[config.mk]
export PLATFORM = sky130hd
export DESIGN_NAME = pc_fetch_unit
export DESIGN_NICKNAME = d
export VERILOG_FILES = /design/src/rtl/pc_fetch_unit.sv
export SDC_FILE = /design/constraint.sdc
export NUM_CORES = 1
export LEC_CHECK = 0
export CAP_MARGIN = 40
export CELL_PAD_IN_SITES_DETAIL_PLACEMENT = 0
export CELL_PAD_IN_SITES_GLOBAL_PLACEMENT = 2
export CORE_UTILIZATION = 35
export CTS_BUF_LIST = sky130_fd_sc_hd__clkbuf_2
export DETAILED_ROUTE_END_ITERATION = 10
export MAX_ROUTING_LAYER = met4
export PLACE_DENSITY_LB_ADDON = 0.2
export REMOVE_ABC_BUFFERS = 1
export SYNTH_ARGS = -nofsm -noshare
export SYNTH_HDL_FRONTEND = slang
export SYNTH_SLANG_ARGS = --single-unit
[constraint.sdc]
create_clock -name clk -period 2.4 [get_ports clk]
set_input_delay 0.48 -clock clk [delete_from_list [all_inputs] [get_ports clk]]
set_output_delay 0.48 -clock clk [all_outputs]
set_load 0.01 [all_outputs]
[src/rtl/pc_fetch_unit.sv]
// pc_fetch_unit: program counter and instruction fetch front end.
// The PC either steps by one word or takes a redirect target. Words returned
// by instruction memory are placed in a 2-entry buffer with a registered head
// that the decoder drains through a valid/ready handshake. A fetch is issued
// only while buffer occupancy plus the outstanding request stays below two.
module pc_fetch_unit #(
  parameter int                 ADDR_W   = 32,
  parameter int                 DATA_W   = 32,
  parameter logic [ADDR_W-1:0]  RESET_PC = '0
) (
  input  logic              clk,
  input  logic              rst_n,
  input  logic              redirect_valid,
  input  logic [ADDR_W-1:0] redirect_addr,
  output logic              imem_req,
  output logic [ADDR_W-1:0] imem_addr,
  input  logic              imem_ack,
  input  logic [DATA_W-1:0] imem_rdata,
  output logic              inst_valid,
  input  logic              inst_ready,
  output logic [ADDR_W-1:0] inst_pc,
  output logic [DATA_W-1:0] inst_data
);

  typedef enum logic [1:0] {
    IDLE    = 2'd0,
    FETCH   = 2'd1,
    DISCARD = 2'd2
  } state_e;

  state_e            state_q, state_d;
  logic [ADDR_W-1:0] pc_q, pc_d;        // next fetch address / latched redirect target
  logic [ADDR_W-1:0] hold_q, hold_d;    // address of the abandoned request while discarding

  // Buffer: slot 0 is the head and drives the inst_* outputs directly.
  logic              v0_q, v0_d, v1_q, v1_d;
  logic [ADDR_W-1:0] pc0_q, pc0_d, pc1_q, pc1_d;
  logic [DATA_W-1:0] d0_q, d0_d, d1_q, d1_d;

  logic              pop;
  logic              push;
  logic [1:0]        cnt_base;          // occupancy after this cycle's pop/flush, before any push

  assign pop      = v0_q & inst_ready;
  assign cnt_base = redirect_valid ? 2'd0
                  : ({1'b0, v0_q} + {1'b0, v1_q} - {1'b0, pop});

  assign imem_req   = (state_q != IDLE);
  // While discarding, the old request address must stay on the bus even
  // though pc_q already holds the new target.
  assign imem_addr  = (state_q == DISCARD) ? hold_q : pc_q;
  assign inst_valid = v0_q;
  assign inst_pc    = pc0_q;
  assign inst_data  = d0_q;

  // Next-state, PC update and push decision for the fetch FSM.
  always_comb begin
    state_d = state_q;
    pc_d    = pc_q;
    hold_d  = hold_q;
    push    = 1'b0;
    unique case (state_q)
      IDLE: begin
        if (redirect_valid) pc_d = redirect_addr;
        if (cnt_base < 2'd2) state_d = FETCH;
      end
      FETCH: begin
        if (imem_ack && redirect_valid) begin
          // Returned word belongs to the wrong path: drop it, refetch at target.
          pc_d = redirect_addr;
        end else if (imem_ack) begin
          push = 1'b1;
          pc_d = pc_q + {{(ADDR_W-1){1'b0}}, 1'b1};
          if (cnt_base + 2'd1 >= 2'd2) state_d = IDLE;
        end else if (redirect_valid) begin
          pc_d    = redirect_addr;
          hold_d  = pc_q;
          state_d = DISCARD;
        end
      end
      DISCARD: begin
        if (redirect_valid) pc_d = redirect_addr;
        // The ack closes the abandoned request; its data is never pushed.
        if (imem_ack) state_d = FETCH;
      end
      default: state_d = IDLE;
    endcase
  end

  // Buffer next state: pop shifts slot 1 to the head, push fills the first free slot, redirect flushes.
  always_comb begin
    v0_d  = pop ? v1_q  : v0_q;
    pc0_d = pop ? pc1_q : pc0_q;
    d0_d  = pop ? d1_q  : d0_q;
    v1_d  = pop ? 1'b0  : v1_q;
    pc1_d = pc1_q;
    d1_d  = d1_q;
    if (redirect_valid) begin
      v0_d = 1'b0;
      v1_d = 1'b0;
    end else if (push) begin
      if (!v0_d) begin
        v0_d  = 1'b1;
        pc0_d = pc_q;
        d0_d  = imem_rdata;
      end else begin
        v1_d  = 1'b1;
        pc1_d = pc_q;
        d1_d  = imem_rdata;
      end
    end
  end

  // State, PC and buffer registers; reset forces every output to its idle value.
  always_ff @(posedge clk or negedge rst_n) begin
    if (!rst_n) begin
      state_q <= IDLE;
      pc_q    <= RESET_PC;
      hold_q  <= RESET_PC;
      v0_q    <= 1'b0;
      v1_q    <= 1'b0;
      pc0_q   <= '0;
      pc1_q   <= '0;
      d0_q    <= '0;
      d1_q    <= '0;
    end else begin
      state_q <= state_d;
      pc_q    <= pc_d;
      hold_q  <= hold_d;
      v0_q    <= v0_d;
      v1_q    <= v1_d;
      pc0_q   <= pc0_d;
      pc1_q   <= pc1_d;
      d0_q    <= d0_d;
      d1_q    <= d1_d;
    end
  end

endmodule

Word-level counts from Yosys, hierarchy flattened. Cells that the tools add are included.

Add/sub/neg operators: 4. Magnitude comparators: 2. Eq/ne operators: 7. Mux-type cells: 31. Bitwise operators: 4. Reduce and logical (&&, ||, !) cells: 8.

Operators with widths (count): two-way mux 32 bit (12); case mux 32 bit (2 select lines) (1); adder 32 x 1 -> 32 bit, second input constant (1); two-way mux 2 bit (7); two-way mux 1 bit (10); != test 2 bit, second input constant (3); != test 3 bit, second input constant (2); case mux 2 bit (3 select lines) (1); AND reduction 5 bit (1); AND reduction 4 bit (1); nonzero test 2 bit (2); NOT 1 bit (3); AND reduction 3 bit (1); adder 1 x 1 -> 2 bit (1); adder 2 x 1 -> 2 bit, second input constant (1); == test 2 x 1 -> 1 bit, second input constant (1); == test 2 bit, second input constant (1); greater-or-equal comparator 2 bit, second input constant (1); zero test 2 bit (1); < comparator 2 bit, second input constant (1); OR reduction 2 bit (1); subtractor 2 x 1 -> 2 bit (1); bitwise AND 1 bit (1); logical AND 1 bit (1).

Register bits after elaboration: 196. Input bits: 69. Output and inout bits: 98. Logic and storage cells: 65.

Logic depth before layout (Yosys ltp). Gate-level depths: netlist (run 1).

Depth after elaboration: 9. Gate-level depth with buffers: 9. Mapped depth without buffers: 8.

Least setup slack after synthesis (run 1). OpenSTA, ideal clock, no wires.

Path kind: register to output. From: register state_q[1]. To: output port imem_addr[30]. Arrival: 1.684 ns. Data required time: 1.920 ns. Slack: 0.236 ns. Stages on the path, launching flop included: 6. Buffers on the path: 3. Cell sequence: dfrtp_1 clkbuf_1 nor2b_1 clkbuf_1 clkbuf_1 mux2_2.

Cells in the longest elaborated chain, start to end: 2.

RTL lines: start: declaration (line 31) `state_e state_q, state_d;`; start signal: assignment (line 127) `state_q <= state_d;`; == test 2 bit (line 51) `assign imem_addr = (state_q == DISCARD) ? hold_q : pc_q;`; two-way mux 32 bit (line 51); end: declaration (line 16) `output logic [ADDR_W-1:0] imem_addr,`.

Every way passes these cells.

Final worst setup path (run 1).
From: register state_q[0]. To: output port imem_addr[13].

The elaborated chain is that of the path after synthesis.

==> impl_metrics.yaml, run 1 <==
routing:
  antenna_left: 0
  finalWirelength_mm: 26.0
  avgViaCountPerCell: 5.14
  detailedRoute.firstPassIterationCount: 8
  detail_route.drc_violations: 18
  drt-initial-drc-count: 519
  detail_route.wl_per_cell_um: 18.6
  num_vias: 7177
layout:
  post_route_cells_drive_above_1_share_pct: 27.7
  synthToLayoutAreaGrowth_pct: 32.7
  fillCellCount: 2491
  final-instance-count-excl-fill: 1395
  post-route-util_pct: 47.8
  nNetsFinal: 1119
  post-route-cell-area_mm2: 0.0126
global_route:
  gr-usage-all-layers_pct: 19.8
  global_route.overflow_total: 0
  grt_start_max_net_pins: 63
  antenna_found_initial: 1
  grt_pass1_vias: 7175
  wire_length_of_the_first_global_routing_pass_mm: 41.6
timing:
  worst_margin_slew_ns: 0.729
  setup_slack_ns: -0.294
  maxSlewHeadroom_pct: 51.2
  drv_slew: 0
  final_report_setup_violation_count: 31
  fin_hold_ws_ns: 0.183
  finalHoldViolCount: 0
  rsz0062_at_grt: "true"
  min_period_over_period_pct: 112
  final_period_minus_worst_setup_slack_ns: 2.69
  skew_ns: 0.0494
  max_freq_mhz: 371
worst_setup_path:
  regToRegEndpoint: "inst_pc[13]$_DFF_PN0_"
  cp_cell_sequence: "nor2b_4 > buf_6 > buf_8 > buf_16 > mux2_4 > buf_6"
  r2r_slack_ns: 0.16
  rr_worst_depth: 7
  timing.critical_path.slowest_stage_cell: "sky130_fd_sc_hd__dfrtp_1"
  critPathCaptureType: "primary output"
  reg2reg_from: "state_q[0]$_DFFE_PN0P_"
  setup.worst_path.class: "reg2out"
  critical_path.most_common_cell: "sky130_fd_sc_hd__buf_6"
  crit_path_max_incr_delay_ns: 0.48
  critPathRequiredTime_ns: 1.92
  crit_path_max_fanout: 5
  timing.critical_path.arrival_ns: 2.21
  critPathLaunchType: "flop"
die:
  ioPinCount: 167
  die_x_um: 166
  core_region_area_mm2: 0.0263
  die_h_um: 166
  dieArea_mm2: 0.0277
  floorplan.initialDensity_pct: 36.0
  std_cell_rows: 59
yosys:
  ys.warnings.count: 0
  post_synth.cell_area_avg_um2: 11.1
  muxShareOfSynthArea_pct: 21.5
  synth_simple_gate_area_share_pct: 10.1
  syn_std_cell_area_mm2: 0.00946
  post_synth_main_area_contributors: "sky130_fd_sc_hd__dfrtp_1, sky130_fd_sc_hd__mux2_2, sky130_fd_sc_hd__mux2i_1, sky130_fd_sc_hd__o21ai_0, sky130_fd_sc_hd__nand2_1"
  synth_compound_gate_area_share_pct: 10.8
  synth_cell_type_count: 58
  ys_seq_area_share_pct: 51.8
  yosys_register_bits: 196
  synth_top_family_by_area: "multiplexers"
  yosys.area.top_type_share_pct: 51.8
  post_synth_xor_area_fraction_pct: 1.48
  edff_count_synth: 0
  postSynthCellCount: 853
  postSynth.asyncResetShare_pct: 100
  synth_ff_type: "sky130_fd_sc_hd__dfrtp_1"
  netlist.top_cell.by_area: "sky130_fd_sc_hd__dfrtp_1"
  synth_fa_ha_area_share_pct: 0.529
placed_design:
  portBuffers: 166
  post-dp-hpwl_mm: 16.6
  gpl.final_weighted_congestion: 0.798
  dpl_cell_area_mm2: 0.0119
  placedCellCount: 1339
pwr:
  intPower_mw: 8.42
  power-per-cell-area_mw_per_mm2: 1050
  ir_worst_vdd_uv: 471
  netSwitchingPower_mw: 4.76
  clockPowerShare_pct: 13.6
  leakage_nw: 5.96
  switching_share_pct: 36.1
  power.total_mw: 13.2
  sequential_power_share_pct: 43.2
  pwr-share-comb_pct: 43.2
job:
  cap_violations: 0
clock_network:
  h_tree_lvls: 4
  ctsLongestPathBuffers: 2
  cts_tree: "built"
  clk_latency_ns: 0.79
  clk_pin_slew_worst_paths_ns: 0.35
  cts.root.buffer_cell: "sky130_fd_sc_hd__clkbuf_2"
  tritoncts_num_sinks: 196
  cts_buffers: 17
min_path:
  hold_start: "imem_rdata[11]"
  hold_path.class: "in2reg"
  holdPathEnd: "inst_data[11]$_DFF_PN0_"
  timing.hold.worst_path_depth: 3
status:
  run_status: "complete, but fails checks"
  violated_checks: "DRC, setup timing"
[layout make-up]
cell class	count	area, um^2	share of cell area (%)
diodes	1	2.50	0.0199
repair buffers	248	2550	20.3
inverters	11	43.8	0.349
clock buffers	17	85.1	0.678
flip-flops and latches	196	4900	39.1
well taps	335	419	3.34
clock inverters	15	180	1.44
multi-input cells	572	4370	34.8
[sequential cells by signal (all words and copies together) (netlist names)]
| register | cells |
|---|---|
| d1_q | 32 |
| hold_q | 32 |
| inst_data | 32 |
| inst_pc | 32 |
| pc1_q | 32 |
| pc_q | 32 |
| state_q | 2 |
| inst_valid | 1 |
| v1_q | 1 |
[routing by layer]
metal  track usage [%]  routed length (um)  up-vias  part of all wire [%]
met5                 -                   0        -                     0
met4              3.90                 204        0                  0.79
met3              2.97                 995       10                   3.8
met2              30.3               12000      175                    46
met1              27.9               12800     3563                    49
li1                  -                   -     3429                     -
[kinds of logic after synthesis]
group	after synthesis
flops	196
xor+xnor	16
mux	188
buf+inv	85
simple gates	189
compound gates	175
fa+ha+maj	4
[power groups by stage]
stage	registers (mW)	clock network (mW)	logic [mW]
final	5.70	1.79	5.70
after global placement	5.74	0	5.36
after floorplan	5.89	0	2.41
after detailed placement	5.77	0	5.42
after global routing	5.93	2.01	6.21
after CTS	5.71	1.87	5.70
[worst max-delay path by stage]
stage,endpoint,from,cells past startpoint,slack [ns]
3_5_place_dp,inst_data[29]$_DFF_PN0_,redirect_valid,6,-0.06
6_report,imem_addr[13],state_q[0]$_DFFE_PN0P_,6,-0.29
4_1_cts,imem_addr[6],state_q[0]$_DFFE_PN0P_,6,-0.35
2_1_floorplan,inst_data[0]$_DFF_PN0_,state_q[0]$_DFFE_PN0P_,4,-3.20
5_1_grt,imem_addr[13],state_q[0]$_DFFE_PN0P_,6,-0.45
3_3_place_gp,inst_data[29]$_DFF_PN0_,redirect_valid,6,-0.02
[cell usage in the layout (no fill, tap or decap), types with 6 or more instances in the layout]
cell type / count
sky130_fd_sc_hd__buf_6: 26
sky130_fd_sc_hd__nor2_1: 12
sky130_fd_sc_hd__buf_2: 10
sky130_fd_sc_hd__mux2i_1: 66
sky130_fd_sc_hd__o21ai_1: 7
sky130_fd_sc_hd__nand4_1: 11
sky130_fd_sc_hd__buf_12: 15
sky130_fd_sc_hd__o21ai_0: 90
sky130_fd_sc_hd__clkbuf_2: 17
sky130_fd_sc_hd__nand2_1: 99
sky130_fd_sc_hd__and3_1: 6
sky130_fd_sc_hd__clkdlybuf4s50_1: 120
sky130_fd_sc_hd__mux2_2: 98
sky130_fd_sc_hd__nand3_1: 12
sky130_fd_sc_hd__dlymetal6s2s_1: 12
sky130_fd_sc_hd__dfrtp_1: 196
sky130_fd_sc_hd__a21boi_0: 12
sky130_fd_sc_hd__buf_4: 59
sky130_fd_sc_hd__xnor2_1: 9
sky130_fd_sc_hd__mux2_4: 24
sky130_fd_sc_hd__o22ai_1: 10
sky130_fd_sc_hd__a21oi_1: 24
sky130_fd_sc_hd__inv_1: 10
sky130_fd_sc_hd__xor2_1: 7
[worst max-delay path: cells and delay by family (launching register included)]
kind | cells | cell delay [ns]
buffers and inverters | 4 | 0.50
muxes | 1 | 0.30
and+or+nand+nor | 1 | 0.16
DFF | 1 | 0.48
[repair_timing]
| item | 4_1_cts | 5_1_grt |
|---|---|---|
| hold endpoints to repair | 56 | 0 |
| endpoints found under the setup margin | 33 | 48 |
| hold buffers | 1 | 0 |
| gates resized for setup | 207 | 18 |
| pin swaps | 1 | 1 |
| cloned | 4 | 0 |
| setup buffers | 12 | 9 |
[cell usage after synthesis (all sizes together), types with 6 or more instances]
| library cell | instances |
|---|---|
| buf | 32 |
| mux2i | 66 |
| dfrtp | 196 |
| mux2 | 122 |
| o22ai | 10 |
| xor2 | 7 |
| a21boi | 13 |
| clkbuf | 42 |
| xnor2 | 9 |
| o21ai | 101 |
| inv | 11 |
| nor3 | 7 |
| nand2 | 103 |
| and3 | 6 |
| a21oi | 24 |
| nor2 | 13 |
| nand4 | 12 |
| nor4 | 7 |
| nand3 | 13 |
[metrics by stage]
| step | TNS (ns) | setup slack (ns) |
|---|---|---|
| floorplan | -396.94 | -3.20 |
| global placement | -0.255 | -0.0167 |
| detailed placement | -1.69 | -0.0560 |
| CTS | -9.75 | -0.354 |
| global route | -12.25 | -0.455 |
| finish | -7.04 | -0.294 |
(Power assumes the default switching activity.)
==> run 2, diff against run 1 <==
MAX_ROUTING_LAYER = unset   (was met4)
==> impl_metrics.yaml, run 2 (synthesis results as in run 1) <==
status:
  run_status: "complete, but fails checks"
  violated_checks: "DRC, setup timing"
worst_setup_path:
  crit_path_max_fanout: 5
  timing.critical_path.slowest_stage_cell: "sky130_fd_sc_hd__dfrtp_1"
  cp_top_family: "buffers and inverters"
  rr_worst_depth: 7
  cp_cell_sequence: "nor2b_4 > buf_6 > buf_8 > buf_16 > mux2_4 > buf_6"
  critPathRequiredTime_ns: 1.92
  critical_path.most_common_cell: "sky130_fd_sc_hd__buf_6"
  critPathCaptureType: "primary output"
  worst_setup_path_start: "state_q[0]$_DFFE_PN0P_"
  cp.depth: 6
  crit_path_max_incr_delay_ns: 0.48
  r2r_slack_ns: 0.13
  timing.critical_path.arrival_ns: 2.23
  critPathLaunchType: "flop"
  reg2reg_from: "state_q[0]$_DFFE_PN0P_"
  setup.worst_path.class: "reg2out"
  critical_path.n_buffers_inverters: 4
die:
  dieArea_mm2: 0.0277
  die_x_um: 166
  die_h_um: 166
  floorplan.initialDensity_pct: 36.0
  std_cell_rows: 59
  core_region_area_mm2: 0.0263
  ioPinCount: 167
timing:
  worst_margin_slew_ns: 0.721
  finalHoldViolCount: 0
  setup_slack_ns: -0.312
  final_period_minus_worst_setup_slack_ns: 2.71
  rsz0062_at_grt: "true"
  skew_ns: 0.0456
  max_freq_mhz: 369
  maxSlewHeadroom_pct: 51.8
  final_report_setup_violation_count: 33
  post_route_setup_tns_ns: -7.72
  fin_hold_ws_ns: 0.167
  drv_slew: 0
  min_period_over_period_pct: 113
global_route:
  grt_pass1_vias: 7174
  grt_start_max_net_pins: 63
  gr-usage-all-layers_pct: 19.2
  global_route.overflow_total: 0
  antenna_found_initial: 1
  wire_length_of_the_first_global_routing_pass_mm: 41.6
clock_network:
  tritoncts_num_sinks: 196
  clk_pin_slew_worst_paths_ns: 0.37
  cts.root.buffer_cell: "sky130_fd_sc_hd__clkbuf_2"
  cts_buffers: 17
  h_tree_lvls: 4
  ctsLongestPathBuffers: 2
  clk_latency_ns: 0.79
  cts_tree: "built"
pwr:
  sequential_power_share_pct: 43.2
  pwr-share-comb_pct: 43.2
  netSwitchingPower_mw: 4.78
  power-per-cell-area_mw_per_mm2: 1050
  clockPowerShare_pct: 13.6
  power.total_mw: 13.2
  leakage_nw: 5.96
  switching_share_pct: 36.2
  ir_worst_vdd_uv: 471
  intPower_mw: 8.42
routing:
  detail_route.wl_per_cell_um: 18.6
  antenna_left: 0
  num_vias: 7164
  avgViaCountPerCell: 5.14
  detailedRoute.firstPassIterationCount: 9
  finalWirelength_mm: 26.0
  drt-initial-drc-count: 493
  detail_route.drc_violations: 18
min_path:
  timing.hold.worst_path_depth: 3
  hold_path.class: "in2reg"
  hold_start: "imem_rdata[11]"
job:
  cap_violations: 0
layout:
  nNetsFinal: 1119
  fillCellCount: 2491
  area.sequential_mm2: 0.00490
  multiInputGateArea_mm2: 0.00437
  post_route_cells_drive_above_1_share_pct: 27.7
  synthToLayoutAreaGrowth_pct: 32.7
  layout.cells.most_common_list: "sky130_fd_sc_hd__dfrtp_1, sky130_fd_sc_hd__clkdlybuf4s50_1, sky130_fd_sc_hd__nand2_1, sky130_fd_sc_hd__mux2_2, sky130_fd_sc_hd__o21ai_0"
  mostFrequentLayoutCell: "sky130_fd_sc_hd__dfrtp_1"
placed_design:
  gpl.final_weighted_congestion: 0.787
  pre_cts_ws_ns: -0.0560
  post-dp-hpwl_mm: 16.6
  portBuffers: 166
-- run 2: power groups by stage --
| stage | registers, mW | logic [mW] | clock network (mW) |
|---|---|---|---|
| after floorplan | 5.89 | 2.41 | 0 |
| after detailed placement | 5.77 | 5.42 | 0 |
| after global placement | 5.74 | 5.36 | 0 |
| after CTS | 5.71 | 5.70 | 1.87 |
| after global routing | 5.93 | 6.21 | 2.00 |
| final | 5.71 | 5.70 | 1.80 |
-- run 2: timing repair --
item                                    CTS  global route
endpoints found under the setup margin   33            48
pin swaps                                 1             1
hold buffers                              1             0
resized for setup                       207            18
setup buffers                            12             9
gates cloned                              4             0
hold endpoints to repair                 56             0
-- run 2: worst register-to-register path, delay by kind of cell, from the launching register on --
kind,cells,cell delay (ns)
DFF,1,0.47
AOI/OAI and AO/OA,1,0.08
buffers and inverters,3,0.77
and+or+nand+nor,3,0.88
-- run 2: area by class of cell --
type	instances	area share (%)
diodes	1	0.0199
flip-flops and latches	196	39.1
multi-input cells	572	34.8
clock buffers	17	0.678
repair buffers	248	20.3
well taps	335	3.34
inverters	11	0.349
clock inverters	15	1.44
-- run 2: final timing paths --
kind                                                 to
worst max-delay path                      imem_addr[13]
worst min-delay path            inst_data[11]$_DFF_PN0_
worst max register to register    inst_pc[13]$_DFF_PN0_
worst min register to register    pc1_q[31]$_DFFE_PN0P_
max in group asynchronous           pc_q[4]$_DFFE_PN0P_
min in group asynchronous       inst_data[16]$_DFF_PN0_
-- run 2: stage by stage --
stage	std cells	util, %	cell area, um^2
final	1395	47.8	12600
after global routing	1395	47.8	12600
after CTS	1387	47.5	12500
after detailed placement	1339	45.3	11900
after global placement	1338	45.2	11900
after floorplan	779	-	9150
-- run 2: per-layer routing --
| layer | global-route usage [%] | part of all wire, % | vias up |
|---|---|---|---|
| li1 | - | - | 3420 |
| met1 | 27.8 | 49 | 3545 |
| met2 | 30.4 | 46 | 183 |
| met3 | 3.16 | 4.2 | 16 |
| met4 | 3.90 | 0.90 | 0 |
| met5 | 0 | 0 | - |
